===== src/rtl/ps2_pkg.sv =====
// Shared constants and types for the AXI-Lite PS/2 keyboard receiver.
package ps2_pkg;

  localparam logic [1:0] REG_DATA   = 2'd0;
  localparam logic [1:0] REG_STATUS = 2'd1;
  localparam logic [1:0] REG_CTRL   = 2'd2;

  localparam int STAT_NOT_EMPTY = 0;
  localparam int STAT_FULL      = 1;
  localparam int STAT_OVERRUN   = 2;
  localparam int STAT_PARITY    = 3;
  localparam int STAT_FRAME     = 4;
  localparam int STAT_COUNT_LSB = 8;

  localparam logic [1:0] RESP_OKAY   = 2'b00;
  localparam logic [1:0] RESP_SLVERR = 2'b10;

  typedef enum logic [1:0] {IDLE, DATA, PARITY, STOP} ps2_state_t;

endpackage


===== src/rtl/ps2_rx.sv =====
// PS/2 device-to-host frame receiver: synchroniser, clock glitch filter,
// frame FSM and mid-frame timeout. Emits single-cycle byte/error pulses.
module ps2_rx
  import ps2_pkg::*;
#(
  parameter int FILTER_LEN     = 4,
  parameter int TIMEOUT_CYCLES = 5000
) (
  input  logic       clk_i,
  input  logic       rst_i,
  input  logic       ps2_clk_i,
  input  logic       ps2_data_i,
  output logic       byte_valid_o,
  output logic [7:0] byte_o,
  output logic       parity_err_o,
  output logic       frame_err_o
);

  localparam int FW = $clog2(FILTER_LEN + 1);
  localparam int TW = $clog2(TIMEOUT_CYCLES + 1);

  logic [1:0]    clk_sync_q;
  logic [1:0]    data_sync_q;
  logic          filt_q;
  logic [FW-1:0] filt_cnt_q;
  logic          fall;

  ps2_state_t    state_q, state_d;
  logic [2:0]    bit_cnt_q, bit_cnt_d;
  logic [7:0]    shift_q, shift_d;
  logic          parity_q, parity_d;
  logic [TW-1:0] tmo_q, tmo_d;

  // The filtered clock drops on the FILTER_LEN-th consecutive low sample.
  assign fall = filt_q && !clk_sync_q[1] && (filt_cnt_q == FW'(FILTER_LEN - 1));

  always_ff @(posedge clk_i) begin
    if (rst_i) begin
      clk_sync_q  <= 2'b11;
      data_sync_q <= 2'b11;
      filt_q      <= 1'b1;
      filt_cnt_q  <= '0;
    end else begin
      clk_sync_q  <= {clk_sync_q[0], ps2_clk_i};
      data_sync_q <= {data_sync_q[0], ps2_data_i};
      if (clk_sync_q[1] == filt_q) begin
        filt_cnt_q <= '0;
      end else if (filt_cnt_q == FW'(FILTER_LEN - 1)) begin
        filt_q     <= clk_sync_q[1];
        filt_cnt_q <= '0;
      end else begin
        filt_cnt_q <= filt_cnt_q + 1'b1;
      end
    end
  end

  always_ff @(posedge clk_i) begin
    if (rst_i) begin
      state_q   <= IDLE;
      bit_cnt_q <= '0;
      shift_q   <= '0;
      parity_q  <= 1'b0;
      tmo_q     <= '0;
    end else begin
      state_q   <= state_d;
      bit_cnt_q <= bit_cnt_d;
      shift_q   <= shift_d;
      parity_q  <= parity_d;
      tmo_q     <= tmo_d;
    end
  end

  always_comb begin
    state_d      = state_q;
    bit_cnt_d    = bit_cnt_q;
    shift_d      = shift_q;
    parity_d     = parity_q;
    tmo_d        = '0;
    byte_valid_o = 1'b0;
    parity_err_o = 1'b0;
    frame_err_o  = 1'b0;

    if (state_q != IDLE) tmo_d = fall ? '0 : tmo_q + 1'b1;

    case (state_q)
      IDLE: begin
        if (fall && !data_sync_q[1]) begin
          state_d   = DATA;
          bit_cnt_d = '0;
        end
      end
      DATA: begin
        if (fall) begin
          shift_d   = {data_sync_q[1], shift_q[7:1]};
          bit_cnt_d = bit_cnt_q + 1'b1;
          if (bit_cnt_q == 3'd7) state_d = PARITY;
        end
      end
      PARITY: begin
        if (fall) begin
          parity_d = data_sync_q[1];
          state_d  = STOP;
        end
      end
      STOP: begin
        if (fall) begin
          state_d = IDLE;
          if (!(^{shift_q, parity_q})) parity_err_o = 1'b1;
          else if (!data_sync_q[1])    frame_err_o  = 1'b1;
          else                         byte_valid_o = 1'b1;
        end
      end
      default: state_d = IDLE;
    endcase

    // A stalled device abandons the frame after TIMEOUT_CYCLES quiet cycles.
    if (state_q != IDLE && !fall && tmo_q == TW'(TIMEOUT_CYCLES - 1)) begin
      state_d     = IDLE;
      frame_err_o = 1'b1;
      tmo_d       = '0;
    end
  end

  assign byte_o = shift_q;

endmodule


===== src/rtl/axil_ps2.sv =====
// AXI4-Lite PS/2 keyboard peripheral: scan-code FIFO, DATA/STATUS/CTRL
// registers and a level interrupt on top of the ps2_rx frame receiver.
module axil_ps2
  import ps2_pkg::*;
#(
  parameter int ADDR_WIDTH     = 8,
  parameter int FIFO_DEPTH     = 8,
  parameter int FILTER_LEN     = 4,
  parameter int TIMEOUT_CYCLES = 5000
) (
  input  logic                  clk,
  input  logic                  rst,
  input  logic [ADDR_WIDTH-1:0] s_axil_awaddr,
  input  logic [2:0]            s_axil_awprot,
  input  logic                  s_axil_awvalid,
  output logic                  s_axil_awready,
  input  logic [31:0]           s_axil_wdata,
  input  logic [3:0]            s_axil_wstrb,
  input  logic                  s_axil_wvalid,
  output logic                  s_axil_wready,
  output logic [1:0]            s_axil_bresp,
  output logic                  s_axil_bvalid,
  input  logic                  s_axil_bready,
  input  logic [ADDR_WIDTH-1:0] s_axil_araddr,
  input  logic [2:0]            s_axil_arprot,
  input  logic                  s_axil_arvalid,
  output logic                  s_axil_arready,
  output logic [31:0]           s_axil_rdata,
  output logic [1:0]            s_axil_rresp,
  output logic                  s_axil_rvalid,
  input  logic                  s_axil_rready,
  input  logic                  ps2_clk,
  input  logic                  ps2_data,
  output logic                  ps2_irq
);

  localparam int PW = $clog2(FIFO_DEPTH);
  localparam int CW = PW + 1;

  logic          rx_valid, rx_perr, rx_ferr;
  logic [7:0]    rx_byte;

  logic [7:0]    fifo_q [FIFO_DEPTH];
  logic [PW-1:0] wr_ptr_q, rd_ptr_q;
  logic [CW-1:0] count_q, count_d;
  logic          overrun_q, overrun_d, perr_q, perr_d, ferr_q, ferr_d;
  logic          irq_en_q, irq_en_d, irq_q;
  logic          rvalid_q, bvalid_q;
  logic [31:0]   rdata_q;
  logic [1:0]    rresp_q, bresp_q;

  logic          not_empty, full, ar_hs, aw_hs, pop, push, wr_strobe;
  logic [1:0]    rd_sel, wr_sel;
  logic [31:0]   rd_word;
  logic [1:0]    rd_resp;
  logic [4:2]    clr;
  logic          unused_bits;

  ps2_rx #(
    .FILTER_LEN    (FILTER_LEN),
    .TIMEOUT_CYCLES(TIMEOUT_CYCLES)
  ) u_rx (
    .clk_i       (clk),
    .rst_i       (rst),
    .ps2_clk_i   (ps2_clk),
    .ps2_data_i  (ps2_data),
    .byte_valid_o(rx_valid),
    .byte_o      (rx_byte),
    .parity_err_o(rx_perr),
    .frame_err_o (rx_ferr)
  );

  assign not_empty = count_q != '0;
  assign full      = count_q == CW'(FIFO_DEPTH);
  assign rd_sel    = s_axil_araddr[3:2];
  assign wr_sel    = s_axil_awaddr[3:2];
  assign ar_hs     = s_axil_arvalid && !rvalid_q;
  assign aw_hs     = s_axil_awvalid && s_axil_wvalid && !bvalid_q;
  assign wr_strobe = aw_hs && s_axil_wstrb[0];
  assign pop       = ar_hs && (rd_sel == REG_DATA) && not_empty;
  // A simultaneous pop frees the slot, so a push into a full FIFO still lands.
  assign push      = rx_valid && (!full || pop);

  always_comb begin
    rd_word = '0;
    rd_resp = RESP_OKAY;
    case (rd_sel)
      REG_DATA:   if (not_empty) rd_word = {23'd0, 1'b1, fifo_q[rd_ptr_q]};
      REG_STATUS: begin
        rd_word[STAT_COUNT_LSB +: 8] = 8'(count_q);
        rd_word[STAT_FRAME]          = ferr_q;
        rd_word[STAT_PARITY]         = perr_q;
        rd_word[STAT_OVERRUN]        = overrun_q;
        rd_word[STAT_FULL]           = full;
        rd_word[STAT_NOT_EMPTY]      = not_empty;
      end
      REG_CTRL:   rd_word[0] = irq_en_q;
      default:    rd_resp = RESP_SLVERR;
    endcase
  end

  always_comb begin
    count_d   = count_q + CW'(push) - CW'(pop);
    clr       = (wr_strobe && wr_sel == REG_STATUS) ? s_axil_wdata[4:2] : 3'b000;
    overrun_d = (overrun_q && !clr[STAT_OVERRUN]) || (rx_valid && full && !pop);
    perr_d    = (perr_q && !clr[STAT_PARITY]) || rx_perr;
    ferr_d    = (ferr_q && !clr[STAT_FRAME]) || rx_ferr;
    irq_en_d  = (wr_strobe && wr_sel == REG_CTRL) ? s_axil_wdata[0] : irq_en_q;
  end

  always_ff @(posedge clk) begin
    if (push) fifo_q[wr_ptr_q] <= rx_byte;
  end

  always_ff @(posedge clk) begin
    if (rst) begin
      wr_ptr_q  <= '0;
      rd_ptr_q  <= '0;
      count_q   <= '0;
      overrun_q <= 1'b0;
      perr_q    <= 1'b0;
      ferr_q    <= 1'b0;
      irq_en_q  <= 1'b0;
      irq_q     <= 1'b0;
      rvalid_q  <= 1'b0;
      rdata_q   <= '0;
      rresp_q   <= RESP_OKAY;
      bvalid_q  <= 1'b0;
      bresp_q   <= RESP_OKAY;
    end else begin
      if (push) wr_ptr_q <= wr_ptr_q + 1'b1;
      if (pop)  rd_ptr_q <= rd_ptr_q + 1'b1;
      count_q   <= count_d;
      overrun_q <= overrun_d;
      perr_q    <= perr_d;
      ferr_q    <= ferr_d;
      irq_en_q  <= irq_en_d;
      irq_q     <= irq_en_q && not_empty;

      if (ar_hs) begin
        rvalid_q <= 1'b1;
        rdata_q  <= rd_word;
        rresp_q  <= rd_resp;
      end else if (s_axil_rready) begin
        rvalid_q <= 1'b0;
      end

      if (aw_hs) begin
        bvalid_q <= 1'b1;
        bresp_q  <= (wr_sel == 2'd3) ? RESP_SLVERR : RESP_OKAY;
      end else if (s_axil_bready) begin
        bvalid_q <= 1'b0;
      end
    end
  end

  assign s_axil_arready = !rvalid_q;
  assign s_axil_rvalid  = rvalid_q;
  assign s_axil_rdata   = rdata_q;
  assign s_axil_rresp   = rresp_q;
  assign s_axil_awready = aw_hs;
  assign s_axil_wready  = aw_hs;
  assign s_axil_bvalid  = bvalid_q;
  assign s_axil_bresp   = bresp_q;
  assign ps2_irq        = irq_q;

  assign unused_bits = ^{s_axil_awprot, s_axil_arprot, s_axil_wdata, s_axil_wstrb,
                         s_axil_awaddr, s_axil_araddr};

endmodule


===== config.mk =====
export PLATFORM = sky130hd
export DESIGN_NAME = axil_ps2
export DESIGN_NICKNAME = d
export VERILOG_FILES = /design/src/rtl/ps2_pkg.sv /design/src/rtl/ps2_rx.sv /design/src/rtl/axil_ps2.sv
export SDC_FILE = /design/constraint.sdc
export NUM_CORES = 1
export LEC_CHECK = 0
export BUFFER_PORTS_ARGS = -buffer_cell sky130_fd_sc_hd__buf_2
export CAP_MARGIN = 20
export CORE_MARGIN = 4
export CORE_UTILIZATION = 59
export DETAILED_ROUTE_END_ITERATION = 10
export PLACE_DENSITY = 0.82
export SYNTH_ARGS = -nofsm -noshare
export SYNTH_HDL_FRONTEND = slang
export SYNTH_SLANG_ARGS = --single-unit

===== constraint.sdc =====
create_clock -name clk -period 7.7 [get_ports clk]
set_input_delay 1.925 -clock clk [delete_from_list [all_inputs] [get_ports clk]]
set_output_delay 1.925 -clock clk [all_outputs]
set_load 0.01 [all_outputs]

==> flow_metrics.py <==
metrics = {
    "clock_network": {
        "cts_made_buffers": 17,
        "cts_resized": 0,
        "htreeDepth": 4,
        "post-cts-setup-buffers": 0,
        "path_clk_slew_ns": 0.06,
        "clk_latency_ns": 0.52,
        "postCtsHoldBufs": 0,
        "cts_tree": "done",
        "cts_num_sinks": 133,
        "clockBufferDepth": 2,
        "cts_root_buf": "clkbuf_8",
    },
    "placed_design": {
        "gp_congestion": 0.859,
        "numPortBuffers": 37,
        "dpl.hpwl_mm": 7.09,
    },
    "floorplanning": {
        "die_x_um": 106,
        "core-area_um2": 9330,
        "die-area_um2": 11300,
        "initial_core_util": 0.611,
        "row_count": 35,
        "die_y_um": 106,
        "io-pin-count": 109,
    },
    "grt": {
        "antenna_found_initial": 0,
        "grt_pass1_wl_mm": 18.0,
        "grt_max_degree": 53,
        "grt_overflow_total": 0,
        "track_usage": 0.208,
        "grt_pass1_vias": 3654,
    },
    "setup_path": {
        "crit_fanout": 5,
        "crit_path_cell_trace": "buf_2, nand3b_1, inv_1, buf_2",
        "worst_ep_required_time_ns": 5.78,
        "crit_path_frequent_cell": "buf_2",
        "critPathBufInv": 3,
        "crit_slowest_cell": "nand3b_1",
        "worstSetupStartpointType": "input pin",
        "end_kind": "output port",
        "crit_arrival_ns": 2.45,
        "crit_type": "in2out",
        "slowest_delay_ns": 0.16,
        "critPathTopFamily": "buffers and inverters",
    },
    "synth": {
        "synth_async_sr_flop_share": 0,
        "synthTopCellsByCount": "69 x dfxtp_1, 64 x edfxtp_1, 42 x nor2_1, 33 x nand2_1, 23 x buf_4",
        "syn_area_um2": 5700,
        "synth_top_area_cell": "edfxtp_1",
        "synth_cell_type_count": 55,
        "synth_ff_type": "dfxtp_1",
        "ys_ff_latch": 133,
        "netlist_instances": 469,
        "yosys_warnings": 0,
        "synth_edf_count": 64,
        "synth_top_area_frac": 0.337,
        "ys_seq_area_frac": 0.580,
        "avgSynthCellArea_um2": 12.2,
        "yosysMostFrequentCell": "dfxtp_1",
        "yosys-top-cells-area": "edfxtp_1 34%, dfxtp_1 24%, mux4_2 5.5%",
    },
    "timing": {
        "whs_ns": 0.409,
        "final_max_slew_viol_count": 0,
        "hold_violations": 0,
        "setup_viol": 0,
        "rsz0062_at_grt": "false",
        "fin_setup_tns_ns": 0,
        "finalCritPeriodShare": 0.568,
        "fin_crit_ns": 4.38,
        "fin_skew_ns": 0.00942,
        "worstMarginPinSlew_ns": 1.05,
        "maxSlewHeadroom": 0.296,
        "fmax_mhz": 229,
    },
    "route": {
        "drtPass1Iterations": 5,
        "wl_mm": 11.1,
        "first_iter_violations": 243,
        "ant_nets": 0,
        "routed-via-count": 3660,
        "drc": 0,
        "routed_via_density": 5.61,
        "routedWlPerCell_um": 17.1,
    },
    "power_and_ir_drop": {
        "power_density_nw_per_um2": 263,
        "p_leak_nw": 2.39,
        "ir_drop_mv": 0.243,
    },
    "run": {
        "maxCapViolations": 0,
    },
    "finish": {
        "multiInputGateArea_um2": 2140,
        "nets": 595,
        "fill_cells": 628,
        "drive_above_1_share": 0.208,
        "seq_area_um2": 3300,
        "num_antenna_cells": 0,
        "fin_util": 0.702,
        "area_delta_synth_final_pct": 14.9,
    },
    "min_path": {
        "hp-class": "reg2reg",
    },
    "outcome": {
        "status": "finished clean",
    },
}
worst paths after layout:
| kind | startpoint | to | slack, ns | cells after the start |
|---|---|---|---|---|
| max | s_axil_awvalid | s_axil_awready | 3.32 | 4 |
| min | u_rx.data_sync_q[0] | u_rx.data_sync_q[1] | 0.41 | 1 |
| max reg2reg | u_rx.filt_cnt_q[0] | fifo_q[1][7] | 4.20 | 6 |
| min reg2reg | u_rx.data_sync_q[0] | u_rx.data_sync_q[1] | 0.41 | 1 |
metal layers:
| metal | routed length [um] | global-route usage | share of wire | up-vias |
|---|---|---|---|---|
| li1 | - | - | - | 1732 |
| met1 | 4460 | 0.249 | 0.40 | 1798 |
| met2 | 5870 | 0.359 | 0.53 | 109 |
| met3 | 535 | 0.0553 | 0.048 | 21 |
| met4 | 250 | 0.0833 | 0.022 | 0 |
| met5 | 0 | 0 | 0 | - |
state kept, by name, summed over array words and instances, names as in the netlist, 2 cells and up, named ones only:
name and flops:
count_q 4, fifo_q 64, rd_ptr_q 3, s_axil_rdata 12, u_rx.bit_cnt_q 3, u_rx.byte_o 8, u_rx.clk_sync_q 2, u_rx.data_sync_q 2
u_rx.filt_cnt_q 3, u_rx.state_q 2, u_rx.tmo_q 13, wr_ptr_q 3
report_power, final:
part	total (mW)	internal [mW]	switching, mW	leakage [nW]
Clock	0.851	0.564	0.286	0.312
Combinational	0.116	0.0443	0.0720	0.924
Sequential	0.755	0.746	0.00867	1.15
Total	1.72	1.35	0.367	2.39
cell type report:
class	instances	share of cell area
Clock buffer	18	0.0654
Clock inverter	14	0.0317
Inverter	16	0.00917
Multi-Input combinational cell	297	0.327
Sequential cell	133	0.504
Tap cell	129	0.0247
Timing Repair Buffer	45	0.0375
layout by cell type (no fill, tap or decap), drive strengths merged, types with 11 or more instances in the layout:
master  Yosys  layout
mux4       14      14
buf        30      45
nand2      33      33
dfxtp      69      69
xnor2      11      11
nor3       13      13
nand3      18      18
conb        1      22
a21oi      22      22
nor2       42      42
edfxtp     64      64
inv        16      16
clkbuf     14      18
ha         17      17
mux2i      11      11
logic make-up after synthesis:
logic type | Yosys count | share of synthesized area
compound gates | 47 | 0.0520
xor+xnor | 21 | 0.0360
fa+ha+maj | 18 | 0.0408
buf+inv | 60 | 0.0584
flops | 133 | 0.580
mux | 33 | 0.0905
other cells | 1 | 0.000658
simple gates | 156 | 0.142
per-stage QoR:
step           cells  worst slack [ns]  power, mW  area (um^2)
3_5_place_dp     619              2.97      0.882         5900
5_1_grt          652              3.25       1.78         6550
4_1_cts          651              3.33       1.73         6540
2_1_floorplan    490              3.33      0.863         5780
6_report         652              3.32       1.72         6550
3_3_place_gp     619              3.03      0.877         5900
Power figures use the tool's default switching activity.
